**src/rtl/barrel_shifter_pipe.sv**
```systemverilog
`default_nettype none
// ============================================================================
//  Module      : barrel_shifter_pipe
//  Description : Pipelined WIDTH-bit barrel shifter (LSL/LSR/ASR/ROL).
//                One registered mux layer per shift-amount bit, largest
//                shift first. Valid/ready flow control with bubble collapse.
//  Revision    : 1.0 - initial release
// ============================================================================
module barrel_shifter_pipe #(
  parameter int WIDTH = 16,
  parameter int TAG_W = 4,
  localparam int LOG2W = $clog2(WIDTH)
) (
  input  logic             clk,
  input  logic             rst_n,
  input  logic             in_valid,
  output logic             in_ready,
  input  logic [WIDTH-1:0] in_data,
  input  logic [LOG2W-1:0] in_amt,
  input  logic [1:0]       in_op,
  input  logic [TAG_W-1:0] in_tag,
  output logic             out_valid,
  input  logic             out_ready,
  output logic [WIDTH-1:0] out_data,
  output logic             out_zero,
  output logic [TAG_W-1:0] out_tag
);

  localparam logic [1:0] c_op_lsl = 2'b00;
  localparam logic [1:0] c_op_lsr = 2'b01;
  localparam logic [1:0] c_op_asr = 2'b10;

  logic [LOG2W-1:0] r_v;
  logic [WIDTH-1:0] r_data [LOG2W];
  logic [LOG2W-1:0] r_amt  [LOG2W];
  logic [1:0]       r_op   [LOG2W];
  logic [TAG_W-1:0] r_tag  [LOG2W];

  logic [LOG2W-1:0] w_adv;
  logic [LOG2W-1:0] w_src_v;
  logic [WIDTH-1:0] w_src_d [LOG2W];
  logic [LOG2W-1:0] w_src_a [LOG2W];
  logic [1:0]       w_src_o [LOG2W];
  logic [TAG_W-1:0] w_src_t [LOG2W];
  logic [WIDTH-1:0] w_sh    [LOG2W];

  function automatic logic [WIDTH-1:0] f_shift(input logic [WIDTH-1:0] d,
                                               input logic [1:0] op,
                                               input int k);
    logic [WIDTH-1:0] res;
    case (op)
      c_op_lsl: res = d << k;
      c_op_lsr: res = d >> k;
      c_op_asr: res = $unsigned($signed(d) >>> k);
      default:  res = (d << k) | (d >> (WIDTH - k));
    endcase
    return res;
  endfunction

  // Ready chain: a stage may hand on its contents when the next one is empty or moving.
  always_comb begin
    w_adv = '0;
    w_adv[LOG2W-1] = out_ready;
    for (int s = LOG2W - 2; s >= 0; s--) begin
      w_adv[s] = !r_v[s+1] || w_adv[s+1];
    end
  end

  always_comb begin
    w_src_v    = '0;
    w_src_v[0] = in_valid;
    w_src_d[0] = in_data;
    w_src_a[0] = in_amt;
    w_src_o[0] = in_op;
    w_src_t[0] = in_tag;
    for (int s = 1; s < LOG2W; s++) begin
      w_src_v[s] = r_v[s-1];
      w_src_d[s] = r_data[s-1];
      w_src_a[s] = r_amt[s-1];
      w_src_o[s] = r_op[s-1];
      w_src_t[s] = r_tag[s-1];
    end
    for (int s = 0; s < LOG2W; s++) begin
      w_sh[s] = w_src_a[s][LOG2W-1-s] ? f_shift(w_src_d[s], w_src_o[s], 1 << (LOG2W - 1 - s))
                                      : w_src_d[s];
    end
  end

  always_ff @(posedge clk or negedge rst_n) begin
    if (!rst_n) begin
      r_v <= '0;
      for (int s = 0; s < LOG2W; s++) begin
        r_data[s] <= '0;
        r_amt[s]  <= '0;
        r_op[s]   <= '0;
        r_tag[s]  <= '0;
      end
    end else begin
      for (int s = 0; s < LOG2W; s++) begin
        if (!r_v[s] || w_adv[s]) begin
          r_v[s] <= w_src_v[s];
          // Payload only moves with a real operation; bubbles leave it untouched.
          if (w_src_v[s]) begin
            r_data[s] <= w_sh[s];
            r_amt[s]  <= w_src_a[s];
            r_op[s]   <= w_src_o[s];
            r_tag[s]  <= w_src_t[s];
          end
        end
      end
    end
  end

  assign in_ready  = !r_v[0] || w_adv[0];
  assign out_valid = r_v[LOG2W-1];
  assign out_data  = r_data[LOG2W-1];
  assign out_tag   = r_tag[LOG2W-1];
  assign out_zero  = ~|r_data[LOG2W-1];

endmodule
`default_nettype wire

```
**config.mk**
```make
export PLATFORM = sky130hd
export DESIGN_NAME = barrel_shifter_pipe
export DESIGN_NICKNAME = d
export VERILOG_FILES = /design/src/rtl/barrel_shifter_pipe.sv
export SDC_FILE = /design/constraint.sdc
export NUM_CORES = 1
export LEC_CHECK = 0
export CORE_AREA = 3 3 118 120
export CTS_BUF_LIST = sky130_fd_sc_hd__clkbuf_8
export CTS_CLUSTER_DIAMETER = 40
export DETAILED_ROUTE_END_ITERATION = 10
export DIE_AREA = 0 0 121 123
export MAX_ROUTING_LAYER = met4
export SLEW_MARGIN = 0
export SYNTH_ARGS = -nofsm -noshare
export SYNTH_HDL_FRONTEND = slang
export SYNTH_SLANG_ARGS = --single-unit
export TNS_END_PERCENT = 100
```
**constraint.sdc**
```tcl
create_clock -name clk -period 1.6 [get_ports clk]
set_input_delay 0.24 -clock clk [delete_from_list [all_inputs] [get_ports clk]]
set_output_delay 0.24 -clock clk [all_outputs]
set_load 0.05 [all_outputs]
```
==> impl_metrics.toml, run 1 <==
[grt]
overflow = 0
grt_use_total = 0.161
grt_pass1_wl_um = 18900
grt_max_degree = 36
antenna_found_initial = 0
grt_pass1_vias = 3755

[worst_setup_path]
crit_path_start_kind = "register"
crit_family = "simple AND/OR/NAND/NOR gates"
path_class = "register to output pin"
cp_max_fo = 2
crit_chain = "nor4_2, and4_1, buf_12"
arrival_ps = 1510
worst-path-buf-inv = 1
cpMaxStageDelayCell = "dfrtp_1"
required_ps = 1360
endpoint_kind = "output pin"
cpPeakStageDelay_ps = 410

[cts]
clock_latency_ps = 380
cts.sinks = 96
clockBufferDepth = 2
cts_tree = "yes"
path_clk_slew_ps = 100
cts-root-buf = "clkbuf_8"
cts_made_buffers = 9
htree_num_levels = 3

[synth]
syn_nets = 558
synth.distinct_cells = 36
synthXorXnorAreaFrac = 0.0138
synth_ff_type = "dfrtp_1"
netlist_area_mm2 = 0.00518
synth_cells = 528
synth-seq-area-share = 0.464
synth_compound_area_frac = 0.207
async_flop_share = 1.00
synth-adder-area-share = 0.00193
synth-edff-count = 0
synth_top_area_frac = 0.464
synth_top_family_by_area = "compound AO/OA/AOI/OAI gates"
yosys.area_share.simple = 0.119
syn_area_per_cell_um2 = 9.82
synthMuxAreaShare = 0.128
yosysTopAreaCell = "dfrtp_1"
synth_area_leaders = "dfrtp_1, a211oi_1, mux2i_1"
ys_warn_count = 0
ys_ff_latch = 96

[drt]
routed_via_density = 5.19
drt-total-wl_um = 11000
wl_per_cell_um = 14.7
ant_nets = 0
dr_total_vias = 3905
dr.pass1.iters = 4
drc = 0
first_iter_violations = 317

[floorplanning]
fp.dieW_um = 121
io_pins = 53
core_region_area_mm2 = 0.0131
chipHeight_um = 123
fp-row-count = 42
die_area_mm2 = 0.0149
start_util = 0.396

[sta]
maxSlewViolCount = 0
layout_min_cycle_time_ps = 1750
setup_viol = 1
worst_hold_slack_ps = 355
worst_pin_slew_ps = 533
setup_tns_ps = -148
rsz0062_at_grt = "true"
finalCritPeriodShare = 1.09
fin_ws_ps = -148
slew_headroom = 0.643
fmax_ghz = 0.572
finalClockSkew_ps = 15.3
hold_violations = 0

[placement]
gp_congestion = 0.802
dp_hpwl_um = 8220
port_buffers = 52
dpl_worst_slack_ps = -279

[power_and_ir_drop]
total_power_mw = 10.4
p_leak_nw = 2.94
powerDensity_mw_per_mm2 = 1660
ir_drop_v = 0.000664

[cells_and_area]
drive_above_1_share = 0.193
seqCellArea_mm2 = 0.00240
num_antenna_cells = 0
nFillCells = 1231
multiInputGateArea_mm2 = 0.00248
nets = 601
syn_to_final_growth_pct = 21.1

[outcome]
violations = "setup timing"
status = "finished, violations left"

[min_path]
min_path_type = "primary input to async pin"

[flow_run]
cap_violations = 0
-- metal layers --
layer | GRT usage | vias to the layer above | share of wire
li1 | - | 1962 | -
met1 | 0.210 | 1855 | 0.47
met2 | 0.255 | 74 | 0.48
met3 | 0.0293 | 14 | 0.033
met4 | 0.0517 | 0 | 0.019
met5 | - | - | 0
-- area by class of cell --
type / instances / area share
Timing Repair Buffer: 91 / 0.149
Tap cell: 176 / 0.0351
Clock inverter: 7 / 0.0138
Clock buffer: 9 / 0.0197
Multi-Input combinational cell: 366 / 0.395
Sequential cell: 96 / 0.383
Inverter: 7 / 0.00419
-- layout by cell type, fill, tap and decap left out, drive strengths merged, types with 14 or more instances in the layout --
cell type	instances
buf	62
a21o	40
mux2	28
a22oi	14
o21ai	32
nor2	54
dfrtp	96
mux2i	35
clkdlybuf4s50	28
nand2	65
a211oi	48
-- power breakdown --
part	leakage (nW)	total, mW	switching, mW	internal (mW)
Clock	0.104	1.69	0.934	0.755
Combinational	1.67	4.61	2.46	2.16
Sequential	1.17	4.11	0.890	3.22
-- final timing paths --
kind                                   from  cells after the start     endpoint  slack (ps)
max in group asynchronous             rst_n                      3   r_data[38]         630
worst min register to register     r_amt[8]                      2     r_amt[8]         490
min in group clk                  in_amt[2]                      2    r_amt[14]         460
worst max-delay path            out_data[6]                      3     out_zero        -150
worst min-delay path                  rst_n                      2  out_data[2]         350
worst max register to register      r_op[4]                      5   r_data[18]          70
-- synthesized netlist by cell type (3+ instances only) --
master	instances
o21ai_0	22
buf_2	5
a21oi_1	4
nor3b_1	7
nand2b_1	4
a22oi_1	14
nor2b_1	3
inv_1	7
nor2_1	54
mux2_1	7
a211oi_1	48
mux2_2	21
o31ai_1	9
dfrtp_1	96
a221oi_1	3
o21ai_1	10
nor4_1	4
mux2i_1	35
nand2_1	65
buf_4	20
clkbuf_1	31
a21o_1	40
-- what timing repair did --
| item | in CTS | in global routing |
|---|---|---|
| gates resized for setup | 4 | 5 |
| endpoints found under the hold margin | 31 | 0 |
| hold buffers | 1 | 0 |
| setup endpoints to repair | 12 | 11 |
| pin swaps | 5 | 2 |
| buffers inserted | 7 | 0 |
-- metrics by stage --
step | cell area [µm²] | std cells | util
6_report | 6270 | 752 | 0.479
3_5_place_dp | 5950 | 728 | 0.455
2_1_floorplan | 5200 | 528 | -
3_3_place_gp | 5950 | 728 | 0.455
5_1_grt | 6270 | 752 | 0.479
4_1_cts | 6250 | 752 | 0.478
-- cells by family (layout without fill, tap and decap cells) --
kind of cell | Yosys count | count (layout)
AOI/OAI and AO/OA | 155 | 155
and+or+nand+nor | 144 | 144
DFF | 96 | 96
buffers and inverters | 66 | 114
muxes | 63 | 63
xor gates and xnor gates | 3 | 3
adders and majority gates | 1 | 1
-- flip-flops by register name (all words and copies together) (netlist names) --
signal and count:
out_data 16, out_tag 4, r_amt 6, r_data 48
r_op 6, r_tag 12, r_v 4
(Power assumes the default switching activity.)
==> inputs of run 2 (changes only) <==
--- a/config.mk
+++ b/config.mk
@@ -10,6 +10,8 @@
 export CTS_CLUSTER_DIAMETER = 40
 export DETAILED_ROUTE_END_ITERATION = 10
 export DIE_AREA = 0 0 121 123
+export DONT_BUFFER_PORTS = 1
+export GPL_ROUTABILITY_DRIVEN = 0
 export MAX_ROUTING_LAYER = met4
 export SLEW_MARGIN = 0
 export SYNTH_ARGS = -nofsm -noshare
==> impl_metrics.toml, run 2 (synthesis results as in run 1) <==
[floorplanning]
chipHeight_um = 123
fp-row-count = 42
start_util = 0.396
core_region_area_mm2 = 0.0131
io_pins = 53
die_area_mm2 = 0.0149
fp.dieW_um = 121

[cells_and_area]
seqCellArea_mm2 = 0.00240
syn_to_final_growth_pct = 15.4
regMostFlops = "r_data"
num_antenna_cells = 0
multiInputGateArea_mm2 = 0.00252
nets = 567
largest_reg_flops = 48
nFillCells = 1226
layoutNonFillerInstCount = 718
layout_common_cells = "dfrtp_1, nand2_1, nor2_1, a211oi_1, a21o_1"
mostFrequentLayoutCell = "dfrtp_1"
drive_above_1_share = 0.185

[worst_setup_path]
crit_path_start_kind = "register"
cpMaxStageDelayCell = "dfrtp_1"
cpPeakStageDelay_ps = 400
arrival_ps = 1500
required_ps = 1360
endpoint_kind = "output pin"
reg2reg_from = "r_v[2]"
crit_chain = "nor4_1, and4_1, buf_12"
cp_max_fo = 2
path_class = "register to output pin"
crit_family = "simple AND/OR/NAND/NOR gates"
critPathLaunch = "out_data[2]"
worst-path-buf-inv = 1

[sta]
hold_violations = 96
rsz0062_at_grt = "true"
worst_pin_slew_ps = 686
worst_hold_slack_ps = -463
slew_headroom = 0.543
maxSlewViolCount = 0
fmax_ghz = 0.574
fin_ws_ps = -141
finalCritPeriodShare = 1.09
setup_viol = 1
layout_min_cycle_time_ps = 1740
finalClockSkew_ps = 13.6
setup_tns_ps = -141

[power_and_ir_drop]
p_leak_nw = 2.83
ir_drop_v = 0.000590
pwr-share-clk = 0.159
p_switching_mw = 4.20
sw_frac_of_total = 0.413
internal-power_mw = 5.96
seqPwrFrac = 0.423
powerDensity_mw_per_mm2 = 1700
combPwrFrac = 0.418

[cts]
cts.sinks = 96
clockBufferDepth = 2
cts_hold_buffers = 10
cts-root-buf = "clkbuf_8"
cts_made_buffers = 9
htree_num_levels = 3
cts_tree = "yes"
clock_latency_ps = 390
path_clk_slew_ps = 100

[drt]
dr.pass1.iters = 5
drt-total-wl_um = 11500
ant_nets = 0
first_iter_violations = 200
drc = 0
routed_via_density = 5.35
dr_total_vias = 3838
wl_per_cell_um = 16.0

[grt]
antenna_found_initial = 0
grt_pass1_vias = 3676
overflow = 0
grt_pass1_wl_um = 18600
grt_use_total = 0.161
grt_max_degree = 97

[min_path]
min_path_type = "primary input to async pin"

[placement]
dp_cells = 680
dp_hpwl_um = 7820
dpl_worst_slack_ps = -8.48
port_buffers = 0

[outcome]
violations = "hold timing, setup timing"
status = "finished, violations left"

[flow_run]
cap_violations = 0
-- run 2: cell count changes in the layout (fill, tap and decap cells not counted), moves of 5 or more --
cell | previous run | this run
mux2_4 | 1 | 8
clkdlybuf4s50_1 | 28 | 0
mux2_1 | 7 | 1
buf_12 | 14 | 9
dlygate4sd3_1 | 1 | 10
buf_4 | 47 | 35
-- run 2: final timing paths --
| path | to | cells past startpoint | slack, ps |
|---|---|---|---|
| setup / recovery | out_zero | 3 | -140 |
| hold / removal | out_data[7] | 0 | -460 |
| setup reg to reg | r_tag[13] | 5 | 50 |
| hold reg to reg | r_tag[9] | 2 | 480 |
| max in group asynchronous | r_data[49] | 0 | 1900 |
| min in group clk | r_data[60] | 2 | 30 |
-- run 2: power by group through the flow --
| stage | registers (mW) | clock network, mW | logic (mW) |
|---|---|---|---|
| after CTS | 4.29 | 1.67 | 4.14 |
| final | 4.29 | 1.62 | 4.25 |
| after global routing | 4.43 | 1.75 | 4.63 |
| after detailed placement | 4.33 | 0 | 4.02 |
| after global placement | 4.28 | 0 | 3.93 |
| after floorplan | 3.80 | 0 | 3.75 |
-- run 2: through the flow --
| step | total power [mW] | utilization | area, µm² |
|---|---|---|---|
| detailed placement | 8.34 | 0.416 | 5440 |
| CTS | 10.1 | 0.443 | 5800 |
| floorplan | 7.56 | - | 5200 |
| global placement | 8.21 | 0.416 | 5440 |
| global route | 10.8 | 0.457 | 5980 |
| finish | 10.2 | 0.457 | 5980 |
-- run 2: area by class of cell --
cell class              count  area share
flip-flops and latches     96       0.402
repair buffers             57       0.103
well taps                 176      0.0368
multi-input cells         366       0.421
inverters                   7     0.00439
clock buffers               9      0.0207
clock inverters             7      0.0121
-- run 2: repair_timing --
action                                  CTS  global route
setup buffers                             4             5
resized for setup                         3            14
hold endpoints to repair                106            96
pin swaps                                 5             4
endpoints found under the setup margin   14            20
cloned                                    0             3
-- run 2: routing by layer --
layer	up-vias	wire, µm	GRT usage
li1	1892	-	-
met1	1873	5320	0.208
met2	57	5530	0.252
met3	16	391	0.0339
met4	0	224	0.0616
met5	-	0	-
==> inputs of run 3 (changes only) <==
--- a/config.mk
+++ b/config.mk
@@ -13,7 +13,7 @@
 export DONT_BUFFER_PORTS = 1
 export GPL_ROUTABILITY_DRIVEN = 0
 export MAX_ROUTING_LAYER = met4
-export SLEW_MARGIN = 0
+export SETUP_SLACK_MARGIN = 0.15
 export SYNTH_ARGS = -nofsm -noshare
 export SYNTH_HDL_FRONTEND = slang
 export SYNTH_SLANG_ARGS = --single-unit
==> impl_metrics.toml, run 3 (synthesis results as in run 1) <==
[sta]
slew_headroom = 0.635
finalCritPeriodShare = 1.10
setup_viol = 2
fin_ws_ps = -165
layout_min_cycle_time_ps = 1760
worst_pin_slew_ps = 545
maxSlewViolCount = 0
setup_tns_ps = -207
fmax_ghz = 0.567
rsz0062_at_grt = "true"
hold_violations = 96
finalClockSkew_ps = 14.2
worst_hold_slack_ps = -468

[cells_and_area]
layout_common_cells = "dfrtp_1, nor2_1, nand2_1, a21o_1, buf_4"
nets = 580
fin_util = 0.506
mostFrequentLayoutCell = "dfrtp_1"
syn_to_final_growth_pct = 27.7
num_antenna_cells = 0
regMostFlops = "r_data"
drive_above_1_share = 0.351
layoutNonFillerInstCount = 731
largest_reg_flops = 48

[power_and_ir_drop]
total_power_mw = 11.2
ir_drop_v = 0.000588
powerDensity_mw_per_mm2 = 1690
p_leak_nw = 2.99

[grt]
grt_use_total = 0.167
grt_pass1_vias = 3785
grt_max_degree = 97
antenna_found_initial = 0
grt_pass1_wl_um = 19100
overflow = 0

[cts]
htree_num_levels = 3
clockBufferDepth = 2
cts.sinks = 96
path_clk_slew_ps = 100
cts-root-buf = "clkbuf_8"
cts_hold_buffers = 10
cts_made_buffers = 9
cts_tree = "yes"
clock_latency_ps = 390

[placement]
dp_cells = 681
port_buffers = 0
dpl_worst_slack_ps = -15.6
dp_hpwl_um = 7830

[drt]
drt-total-wl_um = 12600
dr.pass1.iters = 5
routed_via_density = 5.48
first_iter_violations = 171
wl_per_cell_um = 17.2
drc = 0
dr_total_vias = 4009
ant_nets = 0

[floorplanning]
core_region_area_mm2 = 0.0131
fp.dieW_um = 121
chipHeight_um = 123
io_pins = 53
fp-row-count = 42
start_util = 0.396
die_area_mm2 = 0.0149

[worst_setup_path]
cpPeakStageDelay_ps = 400
crit_chain = "nor4_2, and4_1, buf_12"
path_class = "register to output pin"
arrival_ps = 1520
required_ps = 1360
endpoint_kind = "output pin"
cpMaxStageDelayCell = "dfrtp_1"
ff2ff_setup_slack_ps = 70
crit_path_start_kind = "register"
cp_max_fo = 2

[outcome]
violations = "hold timing, setup timing"
status = "finished, violations left"

[flow_run]
cap_violations = 0

[min_path]
min_path_type = "primary input to async pin"
==> run 3: cell count changes in the layout (fill, tap and decap cells not counted), sizes merged <==
cell	delta
clkbuf	+3
inv	-1
buf	+10
clkinv	+1
==> run 3: metal layers <==
metal | routed length [µm] | global-route usage | up-vias | share of wire
met5 | 0 | - | - | 0
met2 | 6130 | 0.266 | 92 | 0.49
met1 | 5650 | 0.209 | 1983 | 0.45
met4 | 221 | 0.0545 | 0 | 0.018
li1 | - | - | 1915 | -
met3 | 572 | 0.0439 | 19 | 0.045
==> run 3: final timing paths <==
kind	depth (start not counted)	from	end
hold / removal	0	rst_n	out_data[10]
min in group clk	2	in_data[11]	r_data[51]
setup / recovery	3	out_data[6]	out_zero
hold reg to reg	2	r_tag[13]	r_tag[9]
setup reg to reg	5	r_v[1]	r_op[7]
max in group asynchronous	0	rst_n	r_op[6]
==> run 3: worst max-delay path, delay by kind of cell, from the launching register on <==
kind	cells	cell delay, ps
simple gates	2	580
flops	1	400
buf+inv	1	150
==> run 3: area by class of cell <==
type                    instances  area (µm²)
well taps                     176         220
repair buffers                 70         846
clock buffers                   9         124
flip-flops and latches         96        2410
fillers                      1177        6470
clock inverters                 7        70.1
inverters                       7        26.3
multi-input cells             366        2920
==> run 3: where the power goes <==
group / switching [mW] / internal (mW)
Clock: 0.904 / 0.722
Sequential: 1.13 / 3.22
Combinational: 2.67 / 2.55
==> run 3: metrics by stage <==
step                      hold slack, ps  area (µm²)
final                               -468        6620
after global routing                -496        6620
after CTS                           -484        5980
after detailed placement           -51.5        5490
after global placement             -51.6        5490
after floorplan                    -55.6        5220
==> run 3: repair_timing <==
item | 4_1_cts | 5_1_grt
setup buffers | 11 | 5
resized for setup | 19 | 108
cloned | 1 | 7
setup endpoints to repair | 45 | 77
hold endpoints to repair | 106 | 96
pin swaps | 6 | 24
